**src/rtl/pc_sequencer.sv**
```systemverilog
// Fetch-stage program counter with configurable step and exception/jump/branch redirects.
// Also handles halt/resume, flags a wrapped sequential step, and flags misaligned redirect targets.
module pc_sequencer #(
   parameter int               WIDTH        = 32,
   parameter int               INC          = 4,
   parameter int               ALIGN_BITS   = 2,
   parameter logic [WIDTH-1:0] RESET_VECTOR = 32'h0000_0000,
   parameter logic [WIDTH-1:0] EXC_VECTOR   = 32'h8000_0180
) (
   input  logic             Clock,
   input  logic             nReset,
   input  logic             FetchReady,
   input  logic             Stall,
   input  logic             Branch,
   input  logic [WIDTH-1:0] BranchTarget,
   input  logic             Jump,
   input  logic [WIDTH-1:0] JumpTarget,
   input  logic             Exception,
   input  logic             Halt,
   input  logic             Resume,
   output logic [WIDTH-1:0] Pc,
   output logic [WIDTH-1:0] PcPlus,
   output logic             PcValid,
   output logic             Overflow,
   output logic             Misaligned
);

   localparam logic [WIDTH-1:0] INC_W      = WIDTH'(INC);
   localparam logic [WIDTH-1:0] ALIGN_MASK = {WIDTH{1'b1}} << ALIGN_BITS;

   if ((INC % (2 ** ALIGN_BITS)) != 0) begin : g_inc_check
      $error("pc_sequencer: INC must be a multiple of 2**ALIGN_BITS");
   end
   if (((RESET_VECTOR & ~ALIGN_MASK) != '0) || ((EXC_VECTOR & ~ALIGN_MASK) != '0)) begin : g_vec_check
      $error("pc_sequencer: RESET_VECTOR and EXC_VECTOR must be aligned");
   end

   typedef enum logic [1:0] {ST_BOOT, ST_RUN, ST_HALTED} state_t;

   state_t           r_state, w_state_next;
   logic [WIDTH-1:0] r_pc, w_pc_next;
   logic             r_pc_valid, r_overflow, r_misaligned;
   logic             w_overflow_set, w_misaligned_set;
   logic [WIDTH:0]   w_step_sum;

   // The extra top bit of the sum is the carry that marks a wrapped step.
   assign w_step_sum = {1'b0, r_pc} + {1'b0, INC_W};
   assign PcPlus     = w_step_sum[WIDTH-1:0];

   always_comb begin
      // NOTE: every signal gets a default first so no path leaves it unassigned (no latch).
      w_state_next     = r_state;
      w_pc_next        = r_pc;
      w_overflow_set   = 1'b0;
      w_misaligned_set = 1'b0;
      case (r_state)
         ST_BOOT: w_state_next = ST_RUN;
         ST_RUN: begin
            if (Exception) begin
               w_pc_next = EXC_VECTOR;
            end else if (Jump) begin
               w_pc_next        = JumpTarget & ALIGN_MASK;
               w_misaligned_set = |(JumpTarget & ~ALIGN_MASK);
            end else if (Branch) begin
               w_pc_next        = BranchTarget & ALIGN_MASK;
               w_misaligned_set = |(BranchTarget & ~ALIGN_MASK);
            end else if (!Stall && FetchReady) begin
               w_pc_next      = w_step_sum[WIDTH-1:0];
               w_overflow_set = w_step_sum[WIDTH];
            end
            if (Halt && !Exception) w_state_next = ST_HALTED;
         end
         ST_HALTED: begin
            // Only an exception or resume wakes the sequencer; redirects are dropped.
            if (Exception) begin
               w_pc_next    = EXC_VECTOR;
               w_state_next = ST_RUN;
            end else if (Resume) begin
               w_state_next = ST_RUN;
            end
         end
         default: w_state_next = ST_BOOT;
      endcase
   end

   always_ff @(posedge Clock or negedge nReset) begin
      if (!nReset) begin
         r_state      <= ST_BOOT;
         r_pc         <= RESET_VECTOR;
         r_pc_valid   <= 1'b0;
         r_overflow   <= 1'b0;
         r_misaligned <= 1'b0;
      end else begin
         // NOTE: non-blocking updates so every register samples pre-edge values.
         r_state      <= w_state_next;
         r_pc         <= w_pc_next;
         r_pc_valid   <= (w_state_next == ST_RUN);
         r_overflow   <= r_overflow | w_overflow_set;
         r_misaligned <= w_misaligned_set;
      end
   end

   assign Pc         = r_pc;
   assign PcValid    = r_pc_valid;
   assign Overflow   = r_overflow;
   assign Misaligned = r_misaligned;

endmodule
```
**config.mk**
```make
export PLATFORM = sky130hd
export DESIGN_NAME = pc_sequencer
export DESIGN_NICKNAME = d
export VERILOG_FILES = /design/src/rtl/pc_sequencer.sv
export SDC_FILE = /design/constraint.sdc
export NUM_CORES = 1
export LEC_CHECK = 0
export BUFFER_PORTS_ARGS = -buffer_cell sky130_fd_sc_hd__buf_4
export CORE_MARGIN = 5
export CORE_UTILIZATION = 29
export DETAILED_ROUTE_END_ITERATION = 10
export MAX_ROUTING_LAYER = met4
export PLACE_DENSITY = 0.53
export SLEW_MARGIN = 20
export SYNTH_ARGS = -nofsm -noshare
export SYNTH_HDL_FRONTEND = slang
export SYNTH_SLANG_ARGS = --single-unit
```
**constraint.sdc**
```tcl
create_clock -name Clock -period 3.15 [get_ports Clock]
set_clock_uncertainty 0.2 [all_clocks]
set_input_delay 0.315 -clock Clock [delete_from_list [all_inputs] [get_ports Clock]]
set_output_delay 0.315 -clock Clock [all_outputs]
set_load 0.02 [all_outputs]
```
==> qor.yml <==
outcome: "finished clean"
fillers: 1062
fp.dieH_um: 111
io_buffers: 135
worst_slew_pin_slew_ns: 0.941
synth-seq-area-share_pct: 29.9
ys.flop_type: "dfrtp_1"
slew_headroom_pct: 37.2
vias: 3241
worstSetupEndpointType: "output pin"
ioPinCount: 140
cts-hold-fix-buffers: 1
period_share_pct: 92.2
yosysTopAreaCell: "dfrtp_1"
cts_htree_levels: 2
first_pass_iters: 5
hp-class: "input port to flop"
clk_path_buf_depth: 2
ys_async_sr_fraction_pct: 100
clock_latency_ns: 0.29
cap_viol_max_count: 0
clock.fmax_mhz: 344
ctsResizeCount: 0
ant_nets: 0
rsz0062_at_grt: "no"
drc: 0
final_nets: 545
cts_buffers: 5
start_kind: "flop"
dpl.hpwl_um: 8680
synth.area.top_cells: "dfrtp_1, xnor2_1, nor2_1"
crit_type: "flop to output pin"
cts.sinks: 35
synth-edff-count: 0
synth-warning-count: 0
ctsRootBufferMaster: "clkbuf_8"
wl_per_cell_um: 19.0
core_area_um2: 9820
yosysUniqueCellTypes: 69
synth_area_um2: 2930
ir_drop_mv: 0.176
slew_viol_final: 0
worst-path-max-fanout: 10
post_cts.repair.setup_buffers: 0
setup_violations: 0
n_antenna_cell: 0
rows: 36
grt_pass1_vias: 3344
crit_arrival_ns: 2.39
synth_cells: 343
setup_tns_ns: 0
hold_ws_ns: 0.0708
layout-drive-gt1-share_pct: 35.0
gp_congestion: 0.839
period_needed_ns: 2.91
drt_iter0_drc: 267
leakagePower_nw: 1.92
path_clk_slew_ns: 0.08
syn2layout_area_growth_pct: 41.0
synth-seq-cells: 35
grt_max_degree: 36
grt_pass1_wl_um: 18300
die_w_um: 111
hold_violations: 0
syn_area_per_cell_um2: 8.55
totalWireLength_um: 11500
required_ns: 2.63
power_density_nw_per_um2: 461
routed_via_density: 5.37
synth_top_area_share_pct: 29.9
start_util_pct: 29.9
track_usage_pct: 18.8
antenna_found_initial: 0
gr-total-overflow: 0
cts_tree: "done"
dieArea_um2: 12200
registers in the layout, indices dropped and copies added, names as in the netlist:
name        cells
Pc             30
r_state         2
Misaligned      1
Overflow        1
PcValid         1
placed cells by master, fill, tap and decap left out, types with 3 or more instances in the layout:
cell	count
nand2_1	19
a221o_1	4
and3_1	4
nand4_1	7
a211o_1	3
nor2_1	27
xor2_1	10
and4_1	5
xnor2_1	18
nor4_1	3
o21ai_0	20
nand3_1	20
buf_4	142
a31oi_1	5
a22oi_1	10
clkbuf_8	5
nor3_1	4
a21oi_1	19
conb_1	4
nand2b_1	4
a21o_1	6
a22o_1	7
inv_1	9
o22ai_1	12
dfrtp_1	35
o221ai_1	3
a32oi_1	4
mux2i_1	5
routing by layer:
layer  track usage, %  part of all wire (%)
met2             29.7                    47
met3             3.34                   6.6
met1             25.3                    46
met5                -                     0
met4             3.78                  0.59
report_power, final:
group	total (mW)	internal, mW	switching [mW]
clock	0.327	0.156	0.172
combinational	0.886	0.404	0.483
sequential	0.692	0.525	0.167
total	1.91	1.08	0.822
cells in the mapped netlist (all sizes together) (3+ instances only):
cell / n
dfrtp: 35
nor2: 27
o21ai: 23
nand3: 22
a21oi: 20
nand2: 19
xnor2: 18
buf: 15
o22ai: 12
clkbuf: 11
a22oi: 10
xor2: 10
inv: 9
a22o: 8
nand4: 8
and4: 7
nor3: 7
a21o: 6
a31oi: 5
mux2i: 5
nor4: 5
a221o: 4
a32oi: 4
and3: 4
nand2b: 4
a211o: 3
o221ai: 3
o311ai: 3
cells by family (layout without fill, tap and decap cells):
logic type      Yosys count  after routing  synth area share [%]
other cells               1              4                 0.128
buf+inv                  36            161                  5.76
compound gates          119            119                  28.6
flops                    35             35                  29.9
mux                       5              5                  1.71
xor+xnor                 28             28                  8.36
simple gates            117            117                  24.7
fa+ha+maj                 2              2                 0.853
area by class of cell:
| class | instances | area (µm²) | area share (%) |
|---|---|---|---|
| Multi-Input combinational cell | 275 | 1900 | 45.9 |
| Timing Repair Buffer | 143 | 1080 | 26.0 |
| Sequential cell | 35 | 876 | 21.2 |
| Tap cell | 133 | 166 | 4.02 |
| Clock buffer | 7 | 76.3 | 1.85 |
| Inverter | 10 | 37.5 | 0.907 |
| Clock inverter | 1 | 5.00 | 0.121 |
critical path, stage by stage (launching register included):
cell,delay [ns]
dfrtp_1,0.54
nand3_2,0.25
nor3_4,0.47
and4_1,0.35
nand3_1,0.14
xnor2_1,0.19
buf_4,0.17
path summary, 6_finish.rpt:
check / start / to / slack (ns) / cells past startpoint
hold reg to reg: Overflow / Overflow / 0.28 / 1
max in group asynchronous: nReset / Pc[19] / 2.06 / 2
setup reg to reg: r_state[1] / Pc[21] / 0.71 / 5
hold / removal: Exception / r_state[1] / 0.07 / 2
setup / recovery: Pc[4] / PcPlus[23] / 0.24 / 6
min in group asynchronous: nReset / Pc[31] / 0.34 / 2
metrics by stage:
step | util, % | power (mW) | std cells | cell area, µm² | worst slack, ns
finish | 42.1 | 1.91 | 604 | 4140 | 0.244
global route | 42.1 | 2.02 | 604 | 4140 | 0.0964
CTS | 42.1 | 1.93 | 604 | 4140 | 0.258
detailed placement | 41.2 | 1.59 | 595 | 4050 | 0.591
global placement | 41.2 | 1.58 | 595 | 4050 | 0.683
floorplan | - | 1.17 | 346 | 2940 | 0.729
No activity file was read; power rests on OpenSTA's default activity.
